File: src/rtl/wb_arb_pkg.sv
// rtl/wb_arb_pkg.sv - shared types for the two-master Wishbone arbiter
package wb_arb_pkg;

    localparam int WB_AW = 12;
    localparam int WB_DW = 32;
    localparam int WB_SW = 4;

    typedef enum logic [1:0] {
        IDLE  = 2'd0,
        GNT0  = 2'd1,
        GNT1  = 2'd2,
        ABORT = 2'd3
    } arb_state_t;

    typedef struct packed {
        logic             cyc;
        logic             stb;
        logic             we;
        logic [WB_AW-1:0] adr;
        logic [WB_DW-1:0] dat;
        logic [WB_SW-1:0] sel;
    } wb_req_t;

    typedef struct packed {
        logic             stall;
        logic             ack;
        logic             err;
        logic [WB_DW-1:0] dat;
    } wb_rsp_t;

    // What an ungranted master sees: held off, no responses, quiet data
    localparam wb_rsp_t RSP_IDLE = '{stall: 1'b1, ack: 1'b0, err: 1'b0, dat: '0};

    function automatic logic is_grant(input arb_state_t s);
        return (s == GNT0) || (s == GNT1);
    endfunction

endpackage

File: src/rtl/wb_outstanding_tracker.sv
// rtl/wb_outstanding_tracker.sv - outstanding-request counter, cap flag and response watchdog
module wb_outstanding_tracker #(
    parameter int MAX_OUT = 4,
    parameter int TIMEOUT = 255,
    localparam int CW = $clog2(MAX_OUT + 1),
    localparam int WW = $clog2(TIMEOUT + 1)
) (
    input  logic clk,
    input  logic rst_n,
    input  logic active,
    input  logic accept,
    input  logic resp,
    input  logic clear,
    output logic cap,
    output logic timeout
);

    logic [CW-1:0] out_q, out_d;
    logic [WW-1:0] wdog_q, wdog_d;
    logic          busy;
    logic          resp_v;

    // Flags are decoded from registered state only, so they never depend on this cycle's bus inputs
    always_comb begin
        busy    = (out_q != '0);
        resp_v  = resp & busy;
        cap     = (out_q == CW'(MAX_OUT));
        timeout = active & busy & (wdog_q == WW'(TIMEOUT));
    end

    // Counter: +1 per accepted strobe, -1 per response; a stray response at zero is dropped
    always_comb begin
        out_d = out_q;
        if (clear) begin
            out_d = '0;
        end else if (accept && !resp_v) begin
            out_d = out_q + CW'(1);
        end else if (!accept && resp_v) begin
            out_d = out_q - CW'(1);
        end
    end

    // Watchdog counts silent granted cycles while something is still owed by the slave
    always_comb begin
        wdog_d = wdog_q;
        if (clear || resp || !busy || !active) begin
            wdog_d = '0;
        end else begin
            wdog_d = wdog_q + WW'(1);
        end
    end

    // State registers with asynchronous clear
    always_ff @(posedge clk or negedge rst_n) begin
        if (!rst_n) begin
            out_q  <= '0;
            wdog_q <= '0;
        end else begin
            out_q  <= out_d;
            wdog_q <= wdog_d;
        end
    end

endmodule

File: src/rtl/wb_arbiter_2m.sv
// rtl/wb_arbiter_2m.sv - two-master round-robin Wishbone pipelined arbiter with watchdog
module wb_arbiter_2m
    import wb_arb_pkg::*;
#(
    parameter int AW      = WB_AW,
    parameter int MAX_OUT = 4,
    parameter int TIMEOUT = 255
) (
    input  logic          cpu_clock_i,
    input  logic          cpu_reset_ni,

    input  logic          m0_cyc_i,
    input  logic          m0_stb_i,
    input  logic          m0_we_i,
    input  logic [AW-1:0] m0_adr_i,
    input  logic [31:0]   m0_dat_i,
    input  logic [3:0]    m0_sel_i,
    output logic          m0_stall_o,
    output logic          m0_ack_o,
    output logic          m0_err_o,
    output logic [31:0]   m0_dat_o,

    input  logic          m1_cyc_i,
    input  logic          m1_stb_i,
    input  logic          m1_we_i,
    input  logic [AW-1:0] m1_adr_i,
    input  logic [31:0]   m1_dat_i,
    input  logic [3:0]    m1_sel_i,
    output logic          m1_stall_o,
    output logic          m1_ack_o,
    output logic          m1_err_o,
    output logic [31:0]   m1_dat_o,

    output logic          s_cyc_o,
    output logic          s_stb_o,
    output logic          s_we_o,
    output logic [AW-1:0] s_adr_o,
    output logic [31:0]   s_dat_o,
    output logic [3:0]    s_sel_o,
    input  logic          s_stall_i,
    input  logic          s_ack_i,
    input  logic          s_err_i,
    input  logic [31:0]   s_dat_i
);

    arb_state_t state_q, state_d;
    logic       last_grant_q, last_grant_d;

    wb_req_t    req0, req1, req_g;
    wb_rsp_t    rsp_g, rsp0, rsp1;

    logic       granted;
    logic       gsel;
    logic       cap;
    logic       timeout;
    logic       accept;
    logic       release_c;
    logic       clear;

    // Gather each master's request into one record so the grant mux is a single select
    always_comb begin
        req0 = '{cyc: m0_cyc_i, stb: m0_stb_i, we: m0_we_i,
                 adr: WB_AW'(m0_adr_i), dat: m0_dat_i, sel: m0_sel_i};
        req1 = '{cyc: m1_cyc_i, stb: m1_stb_i, we: m1_we_i,
                 adr: WB_AW'(m1_adr_i), dat: m1_dat_i, sel: m1_sel_i};
    end

    // Slave-side mux: the granted master drives the bus, everything else is forced quiet
    always_comb begin
        granted   = is_grant(state_q);
        gsel      = (state_q == GNT1);
        req_g     = gsel ? req1 : req0;

        s_cyc_o   = granted & req_g.cyc;
        s_stb_o   = s_cyc_o & req_g.stb & ~cap & ~timeout;
        s_we_o    = granted & req_g.we;
        s_adr_o   = granted ? AW'(req_g.adr) : '0;
        s_dat_o   = granted ? req_g.dat : '0;
        s_sel_o   = granted ? req_g.sel : '0;

        accept    = s_stb_o & ~s_stall_i;
        release_c = granted & ~req_g.cyc;
        clear     = ~granted | release_c | timeout;
    end

    // Master-side mux: only the grant holder sees slave responses; the timeout shows up as one err pulse
    always_comb begin
        rsp_g = '{stall: s_stall_i | cap | timeout,
                  ack:   s_ack_i,
                  err:   s_err_i | timeout,
                  dat:   s_dat_i};
        rsp0  = (state_q == GNT0) ? rsp_g : RSP_IDLE;
        rsp1  = (state_q == GNT1) ? rsp_g : RSP_IDLE;

        m0_stall_o = rsp0.stall;
        m0_ack_o   = rsp0.ack;
        m0_err_o   = rsp0.err;
        m0_dat_o   = rsp0.dat;
        m1_stall_o = rsp1.stall;
        m1_ack_o   = rsp1.ack;
        m1_err_o   = rsp1.err;
        m1_dat_o   = rsp1.dat;
    end

    wb_outstanding_tracker #(
        .MAX_OUT (MAX_OUT),
        .TIMEOUT (TIMEOUT)
    ) u_tracker (
        .clk     (cpu_clock_i),
        .rst_n   (cpu_reset_ni),
        .active  (granted),
        .accept  (accept),
        .resp    (s_ack_i | s_err_i),
        .clear   (clear),
        .cap     (cap),
        .timeout (timeout)
    );

    // Grant sequencing: whole-cycle grants, round-robin on ties, watchdog forces an abort
    always_comb begin
        state_d      = state_q;
        last_grant_d = last_grant_q;
        case (state_q)
            IDLE: begin
                if (m0_cyc_i && m1_cyc_i) begin
                    state_d = last_grant_q ? GNT0 : GNT1;
                end else if (m0_cyc_i) begin
                    state_d = GNT0;
                end else if (m1_cyc_i) begin
                    state_d = GNT1;
                end
            end
            GNT0, GNT1: begin
                if (timeout) begin
                    state_d      = ABORT;
                    last_grant_d = gsel;
                end else if (release_c) begin
                    state_d      = IDLE;
                    last_grant_d = gsel;
                end
            end
            ABORT: begin
                state_d = IDLE;
            end
            default: begin
                state_d = IDLE;
            end
        endcase
    end

    // Grant registers; last_grant resets to m1 so m0 wins the first tie
    always_ff @(posedge cpu_clock_i or negedge cpu_reset_ni) begin
        if (!cpu_reset_ni) begin
            state_q      <= IDLE;
            last_grant_q <= 1'b1;
        end else begin
            state_q      <= state_d;
            last_grant_q <= last_grant_d;
        end
    end

endmodule

File: config.mk
export PLATFORM = sky130hd
export DESIGN_NAME = wb_arbiter_2m
export DESIGN_NICKNAME = d
export VERILOG_FILES = /design/src/rtl/wb_arb_pkg.sv /design/src/rtl/wb_outstanding_tracker.sv /design/src/rtl/wb_arbiter_2m.sv
export SDC_FILE = /design/constraint.sdc
export NUM_CORES = 1
export LEC_CHECK = 0
export ABC_AREA = 1
export CAP_MARGIN = 20
export CORE_AREA = 3 3 99 101
export DETAILED_ROUTE_END_ITERATION = 6
export DIE_AREA = 0 0 102 104
export DONT_BUFFER_PORTS = 1
export PLACE_DENSITY_LB_ADDON = 0.3
export SYNTH_ARGS = -nofsm -noshare
export SYNTH_HDL_FRONTEND = slang
export SYNTH_HIERARCHICAL = 1
export SYNTH_SLANG_ARGS = --single-unit
File: constraint.sdc
create_clock -name cpu_clock_i -period 2.84 [get_ports cpu_clock_i]
set_input_delay 0.568 -clock cpu_clock_i [delete_from_list [all_inputs] [get_ports cpu_clock_i]]
set_output_delay 0.568 -clock cpu_clock_i [all_outputs]
set_load 0.05 [all_outputs]
# Word-level counts from Yosys, hierarchy flattened
# Index checks and enable logic that the tools add are counted.
[op_classes]
n_reduce_logical = 18
eq_ne = 7
n_addsub = 3
n_bitwise = 21
mux = 19
[op_table]
columns = ["op", "n"]
rows = [
  ["$mux W35", 2],
  ["$mux W51", 1],
  ["$mux W32", 1],
  ["$mux W12", 1],
  ["$mux W2", 6],
  ["$and A1 B1 Y1", 10],
  ["$mux W3", 3],
  ["$add A8 B1 Y8 const B", 1],
  ["$eq A8 B8 Y1 const B", 1],
  ["$mux W8", 1],
  ["$or A1 B1 Y1", 6],
  ["$pmux W2 S3", 1],
  ["$reduce_bool A3 Y1", 2],
  ["$not A1 Y1", 5],
  ["$eq A2 B2 Y1 const B", 2],
  ["$logic_not A1 Y1", 4],
  ["$logic_or A1 B1 Y1", 4],
  ["$mux W4", 1],
  ["$ne A4 B4 Y1 const B", 1],
  ["$reduce_and A2 Y1", 2],
  ["$add A3 B1 Y3 const B", 1],
  ["$eq A3 B3 Y1 const B", 1],
  ["$logic_and A1 B1 Y1", 3],
  ["$ne A3 B3 Y1 const B", 1],
  ["6 further kinds", 7],
]
[word_totals]
output_inout_bits = 121
elab_cells = 72
in_bits = 139
ff_bits = 14

# Depth between registers and ports, before layout
# Gate-level depths: netlist (run 1).
[depth]
depth_word = 12
depth_mapped = 16

# Hierarchy
# The synthesis (run 1) kept the hierarchy.
[by_module_without_submodules]
columns = ["module", "seq_area_each_um2", "cells_per_inst", "area_each_um2", "n_inst"]
rows = [
  ["wb_arbiter_2m", 76.3, 357, 1592.8, 1],
  ["wb_outstanding_tracker", 275.3, 82, 655.6, 1],
]

# Worst setup path after synthesis (run 1)
# No wires, ideal clock.
[synth_path]
kind = "register -> output"
from = "register state_q[1]"
to = "output s_cyc_o"
path_stages_with_launch = 6
path_slack_ps = -4
arrival_time_ps = 2276
required_ps = 2272
cell_sequence = "dfrtp_1 inv_1 ha_1 buf_2 buf_2 a21boi_0"
[synth_via]
elab_chain_len = 3
[synth_rtl]
columns = ["element", "line", "text"]
rows = [
  ["start: declaration", "wb_arbiter_2m.sv:46", "arb_state_t state_q, state_d;"],
  ["start signal: assignment", "wb_arbiter_2m.sv:157", "state_q <= state_d;"],
  ["$eq A2 B1 Y1 or $eq A2 B2 Y1 (tied branches)", "wb_arb_pkg.sv:35", "return (s == GNT0) || (s == GNT1);"],
  ["$logic_or A1 B1 Y1 *", "wb_arb_pkg.sv:35", ""],
  ["named net granted", "wb_arbiter_2m.sv:52", "logic granted;"],
  ["$and A1 B1 Y1 *", "wb_arbiter_2m.sv:74", "s_cyc_o = granted & req_g.cyc;"],
  ["end: declaration", "wb_arbiter_2m.sv:34", "output logic s_cyc_o,"],
]
# The timed path passes the listed nets; every way through them passes the cells marked *.

# Worst setup path after layout (run 1)
[layout_path]
from = "register state_q[1]"
to = "output s_adr_o[8]"
[layout_via]
elab_chain_len = 3
[layout_rtl]
columns = ["element", "line", "text"]
rows = [
  ["$eq A2 B1 Y1 or $eq A2 B2 Y1 (tied branches)", "wb_arb_pkg.sv:35", ""],
  ["$logic_or A1 B1 Y1 *", "wb_arb_pkg.sv:35", ""],
  ["named net granted", "wb_arbiter_2m.sv:52", ""],
  ["$mux W12 *", "wb_arbiter_2m.sv:77", "s_adr_o = granted ? AW'(req_g.adr) : '0;"],
  ["end: declaration", "wb_arbiter_2m.sv:37", "output logic [AW-1:0] s_adr_o,"],
]
# Marks and branches as above.

==> metrics.cfg, run 1 <==
[timing]
final_total_negative_setup_slack_ns=0
finalClockSkew_ns=0.00897
highest_attainable_clock_frequency_mhz=382
timing.final.setup_violations=0
worstMarginPinSlew_ns=0.467
drv_slew=0
fin_crit_ns=2.62
finalHoldViolCount=0
fin_crit_sh_pct=92.1
slew_headroom_pct=68.8
rsz0062_at_grt=no

[yosys]
synth.area.top_cells=sky130_fd_sc_hd__nor2_1 19%, sky130_fd_sc_hd__nand2_1 17%, sky130_fd_sc_hd__inv_1 15%
syn_inst=439
mappedNetlistNets=584
synth-edff-count=0
synth.cell_area_um2=2250
synthMostInstantiatedCell=sky130_fd_sc_hd__nor2_1
syn_area_per_cell_um2=5.12
synth.yosys.seq_area_share_pct=15.6
synth_top_area_cell=sky130_fd_sc_hd__nor2_1
synth.yosys.warnings=6
netlist_top_cells_count=116 x sky130_fd_sc_hd__nor2_1, 100 x sky130_fd_sc_hd__nand2_1, 87 x sky130_fd_sc_hd__inv_1, 52 x sky130_fd_sc_hd__o21ai_0, 18 x sky130_fd_sc_hd__buf_2
synthDominantCellAreaShare_pct=19.4
ys_seq_elements=14
share_of_flip_flops_with_an_asynchronous_set_or_reset_after_synthesis_pct=100
ys_types=28
yosys_most_used_dff=sky130_fd_sc_hd__dfrtp_1

[clock_network]
ctsHtreeMaxLevel=1
max-clock-path-buffers=2
postCtsSetupBuffers=0
cts_tree=yes
ctsRootBufferMaster=sky130_fd_sc_hd__clkbuf_8
worstSkewPairLatency_ns=0.25
clock_sinks=14
cts_buffers=3
clk_pin_slew_worst_paths_ns=0.07

[routing]
remaining_antenna_violation_count_after_routing=0
detailedRoute.firstIterationViolations=220
detailroute.via_count=2739
route.detailed.drc=0
routed_wire_length_per_instance_um=14.3
drt_pre_antenna_iters=6
routed_via_density=4.62
finalWirelength_mm=8.47

[place]
cell_total_after_placement=587
detailed_place.area_um2=2750
port_buffers=0
gp_routability_congestion=0.793
place.detailed.hpwl_mm=7.13

[worst_setup_path]
worst-setup-path-type=reg2out
critPathArrivalTime_ns=2.05
req_time_crit_path_ns=2.27
cp_max_fo=54
start_kind=flip-flop
timing.critical_path.to_type=primary output

[grt]
grt-ovfl-total=0
gr-usage-all-layers_pct=14.0
antenna_found_initial=0
largest_net_degree_at_the_start_of_global_routing=55
vias_in_the_first_global_route=2408
grt_pass1_wl_mm=12.2

[cells_and_area]
layout_cell_share_with_drive_strength_beyond_1_pct=18.3
area_delta_synth_final_pct=26.3
fin_cells=593
post-route-cell-area_um2=2840
insertedDiodeCount=0
final.fill_count=1003
post-route-util_pct=31.2
finish.net_count=628

[floorplan]
die_y_um=104
floorplan.die_area_um2=10600
io_pins=260
die_width_um=102
floorplan.rows=35
start_util_pct=24.7
core_um2=9110

[status]
outcome=finished, final reports clean

[flow_run]
max_cap_violations=0

[worst_hold_path]
holdCritPathClass=in2async

area by class of cell:
cell class              instances  area, um2  area share [%]
flip-flops and latches         14        352            12.4
multi-input cells             312       1450            50.9
well taps                     111        139            4.89
repair buffers                 63        515            18.1
clock buffers                   4       55.1            1.94
inverters                      89        334            11.8
registers in the layout, indices dropped and copies added, names as in the netlist:
signal and flops:
last_grant_q 1, state_q 2, u_tracker/out_q 3, u_tracker/wdog_q 8
path summary, 6_finish.rpt:
path | startpoint | endpoint | slack, ns | cells past startpoint
setup / recovery | state_q[1] | s_adr_o[8] | 0.22 | 6
hold / removal | cpu_reset_ni | u_tracker/out_q[0] | 0.02 | 0
setup reg to reg | state_q[1] | u_tracker/out_q[2] | 0.37 | 13
hold reg to reg | u_tracker/wdog_q[0] | u_tracker/wdog_q[0] | 0.46 | 1
max in group asynchronous | cpu_reset_ni | u_tracker/wdog_q[7] | 1.91 | 1
min in group cpu_clock_i | u_tracker/wdog_q[0] | u_tracker/wdog_q[0] | 0.46 | 1
timing repair:
action	CTS	global route
hold buffers	1	1
resized for setup	0	3
hold endpoints to repair	7	5
setup endpoints to repair	0	3
cells by family after synthesis:
kind of cell    Yosys count  synth area share (%)
fa+ha+maj                 6                  3.67
flops                    14                  15.6
compound gates           56                  12.7
xor+xnor                  1                 0.390
buf+inv                 113                  20.8
simple gates            249                  46.8
worst max-delay path, cell delays in order (launching register included):
cell,delay (ns)
sky130_fd_sc_hd__dfrtp_1,0.40
sky130_fd_sc_hd__inv_1,0.08
sky130_fd_sc_hd__ha_1,0.30
sky130_fd_sc_hd__buf_4,0.40
sky130_fd_sc_hd__o21ai_0,0.25
sky130_fd_sc_hd__nor2_1,0.13
sky130_fd_sc_hd__buf_4,0.21
placed cells by master, fill, tap and decap left out, drive strengths merged, types with 2 or more instances in the layout:
master	Yosys	final
buf	20	61
clkbuf	4	4
nor3	3	3
dlygate4sd3	0	2
nand3	10	10
nand4	7	7
dfrtp	13	13
inv	89	89
nand2	109	109
o21ai	54	54
nor2	117	117
ha	5	5
metrics by stage:
step	worst slack (ns)	hold WS, ns
after global placement	0.335	0.273
after global routing	0.0203	0.0000902
final	0.223	0.0184
after floorplan	0.360	0.272
after detailed placement	0.184	0.273
after CTS	0.156	0.0103
layer usage:
| layer | part of all wire, % | up-vias | global-route usage, % | wire length, um |
|---|---|---|---|---|
| met5 | 0 | - | 0 | 0 |
| met4 | 0.48 | 0 | 1.69 | 41 |
| met3 | 8.1 | 2 | 3.02 | 683 |
| met2 | 54 | 110 | 27.0 | 4590 |
| met1 | 37 | 1244 | 15.9 | 3150 |
| li1 | - | 1383 | - | - |
Power of run 1 is not shown: default switching activity piles up to over one toggle a cycle in this logic, so the estimate is an artifact.
==> run 2, diff against run 1 <==
--- a/config.mk
+++ b/config.mk
@@ -7,11 +7,12 @@
 export LEC_CHECK = 0
 export ABC_AREA = 1
 export CAP_MARGIN = 20
-export CORE_AREA = 3 3 99 101
+export CORE_AREA = 3 3 98 100
 export DETAILED_ROUTE_END_ITERATION = 6
-export DIE_AREA = 0 0 102 104
+export DIE_AREA = 0 0 101 103
 export DONT_BUFFER_PORTS = 1
 export PLACE_DENSITY_LB_ADDON = 0.3
+export REMOVE_ABC_BUFFERS = 1
 export SYNTH_ARGS = -nofsm -noshare
 export SYNTH_HDL_FRONTEND = slang
 export SYNTH_HIERARCHICAL = 1
==> run 2 against run 1 <==
Fmax is 0.48% higher. Sequential cell count stayed put. Clock skew fell by 0.0062 ns. Register-to-register slack lost 0.13 ns. Worst hold slack worse by 0.0054 ns. Non-clock buffer count grew 1. Global-route usage grew 0.12 points. First-iteration DRC count is 52% lower. Via count up 0.44%. Clock-buffer cell count stayed put. Sequential share of layout area is 0.093 points higher. Routed wire length increased by 2.5%. Critical path type is now reg2reg. Critical endpoint is now u_tracker/out_q[2].
==> metrics.cfg, run 2 (synthesis gave the netlist of run 1 again) <==
[floorplan]
floorplan.die_area_um2=10400
io_pins=260
floorplan.rows=34
start_util_pct=25.7
die_width_um=101
die_y_um=103
core_um2=8760

[timing]
rsz0062_at_grt=no
slew_headroom_pct=66.4
fin_crit_sh_pct=91.7
drv_slew=0
fin_crit_ns=2.60
finalHoldViolCount=0
worstMarginPinSlew_ns=0.504
timing.final.setup_violations=0
highest_attainable_clock_frequency_mhz=384
finalClockSkew_ns=0.00281

[cells_and_area]
post-route-util_pct=32.2
insertedDiodeCount=0
layout.cells.most_common=sky130_fd_sc_hd__nor2_1
most-common-layout-cells=116 x sky130_fd_sc_hd__nor2_1, 100 x sky130_fd_sc_hd__nand2_1, 87 x sky130_fd_sc_hd__inv_1
multiInputGateArea_um2=1430
largest-register=u_tracker/wdog_q
finish.net_count=629
layout_cell_share_with_drive_strength_beyond_1_pct=17.8
reg.largest.list=u_tracker/wdog_q x8, u_tracker/out_q x3, state_q x2
area_delta_synth_final_pct=25.4
final.fill_count=965
final-seq-area_um2=352
largest_reg_flops=8
post-route-cell-area_um2=2820

[worst_setup_path]
crit_path_start=state_q[0]
regToRegEndpoint=u_tracker/out_q[2]
critPathArrivalTime_ns=2.74
rrSetupSlack_ns=0.24
critical_path.max_stage_delay_ns=0.38
critical_path.cell_chain=inv_1 > ha_1 > nand3_1 > nor4_1 > inv_1 > nand3_4 > nor3_2 > nand2_2 > inv_1 > fa_1 > xor2_1 > nand2_1 > nand3_1 > nand2_1
worst_setup_path_endpoint=u_tracker/out_q[2]
cp_max_fo=9
cpMostUsedCell=sky130_fd_sc_hd__inv_1
r2r_start=state_q[0]
rr_worst_depth=14
worst-setup-path-type=reg2reg
start_kind=flip-flop
req_time_crit_path_ns=2.98
timing.critical_path.to_type=flip-flop
critPathSlowestCell=sky130_fd_sc_hd__dfrtp_1

[place]
port_buffers=0
gp_routability_congestion=0.787
place.detailed.hpwl_mm=7.31
detailed_place.area_um2=2730

[routing]
routed_wire_length_per_instance_um=14.7
remaining_antenna_violation_count_after_routing=0
detailroute.via_count=2751
finalWirelength_mm=8.68
drt_pre_antenna_iters=5
route.detailed.drc=0
routed_via_density=4.65
detailedRoute.firstIterationViolations=106

[clock_network]
clock_sinks=14
cts_buffers=3
ctsRootBufferMaster=sky130_fd_sc_hd__clkbuf_8
post_cts_gate_resize_count=0
worstSkewPairLatency_ns=0.24
clk_pin_slew_worst_paths_ns=0.06
ctsHtreeMaxLevel=1
max-clock-path-buffers=2
cts_tree=yes

[grt]
antenna_found_initial=0
grt_pass1_wl_mm=11.6
grt-ovfl-total=0
gr-usage-all-layers_pct=14.2
largest_net_degree_at_the_start_of_global_routing=55
vias_in_the_first_global_route=2246

[flow_run]
max_cap_violations=0

[worst_hold_path]
holdCritPathClass=in2async

[status]
outcome=finished, final reports clean

[run 2: changes by cell type in the layout (fill, tap and decap cells not counted)]
cell and delta:
sky130_fd_sc_hd__nor4_1 +1, sky130_fd_sc_hd__inv_1 +1, sky130_fd_sc_hd__inv_2 -1, sky130_fd_sc_hd__nor4_4 -1, sky130_fd_sc_hd__buf_12 -1, sky130_fd_sc_hd__buf_4 +1
sky130_fd_sc_hd__dlygate4sd3_1 +1
[run 2: worst max-delay path, delay by kind of cell (launching register included)]
kind | cells | cell delay [ns]
adders and majority gates | 2 | 0.68
buffers and inverters | 3 | 0.35
DFF | 1 | 0.38
xor gates and xnor gates | 1 | 0.18
and+or+nand+nor | 8 | 0.91
[run 2: worst min-delay path by stage]
stage | start | to
2_1_floorplan | cpu_reset_ni | state_q[0]
3_3_place_gp | cpu_reset_ni | u_tracker/wdog_q[0]
3_5_place_dp | cpu_reset_ni | u_tracker/wdog_q[1]
4_1_cts | cpu_reset_ni | u_tracker/out_q[2]
5_1_grt | cpu_reset_ni | u_tracker/wdog_q[5]
6_report | cpu_reset_ni | u_tracker/wdog_q[3]
[run 2: timing repair]
item                                   4_1_cts  5_1_grt
endpoints found under the hold margin        0        5
hold buffers                                 0        3
setup buffers                                0        0
[run 2: area by class of cell]
type | count | share of cell area [%]
multi-input cells | 312 | 50.7
flip-flops and latches | 14 | 12.5
inverters | 89 | 11.9
well taps | 108 | 4.79
clock buffers | 4 | 1.95
repair buffers | 64 | 18.2
[run 2: stage by stage]
stage          setup WS [ns]  instances  hold slack, ns  setup TNS (ns)
6_report               0.236        591          0.0130               0
5_1_grt               0.0116        591         0.00509               0
4_1_cts                0.235        588         0.00905               0
3_5_place_dp           0.245        584           0.273               0
3_3_place_gp           0.350        584           0.273               0
2_1_floorplan         -0.287        415           0.272           -2.14
[run 2: routing by layer]
layer	global-route usage [%]	part of all wire (%)	wire length, um	vias to the layer above
met5	0	0	0	-
met4	3.58	1.7	144	0
met3	2.71	8.8	761	8
met2	26.4	50	4370	167
met1	16.6	39	3400	1193
li1	-	-	-	1383
Power of run 2 is left out for the same reason.
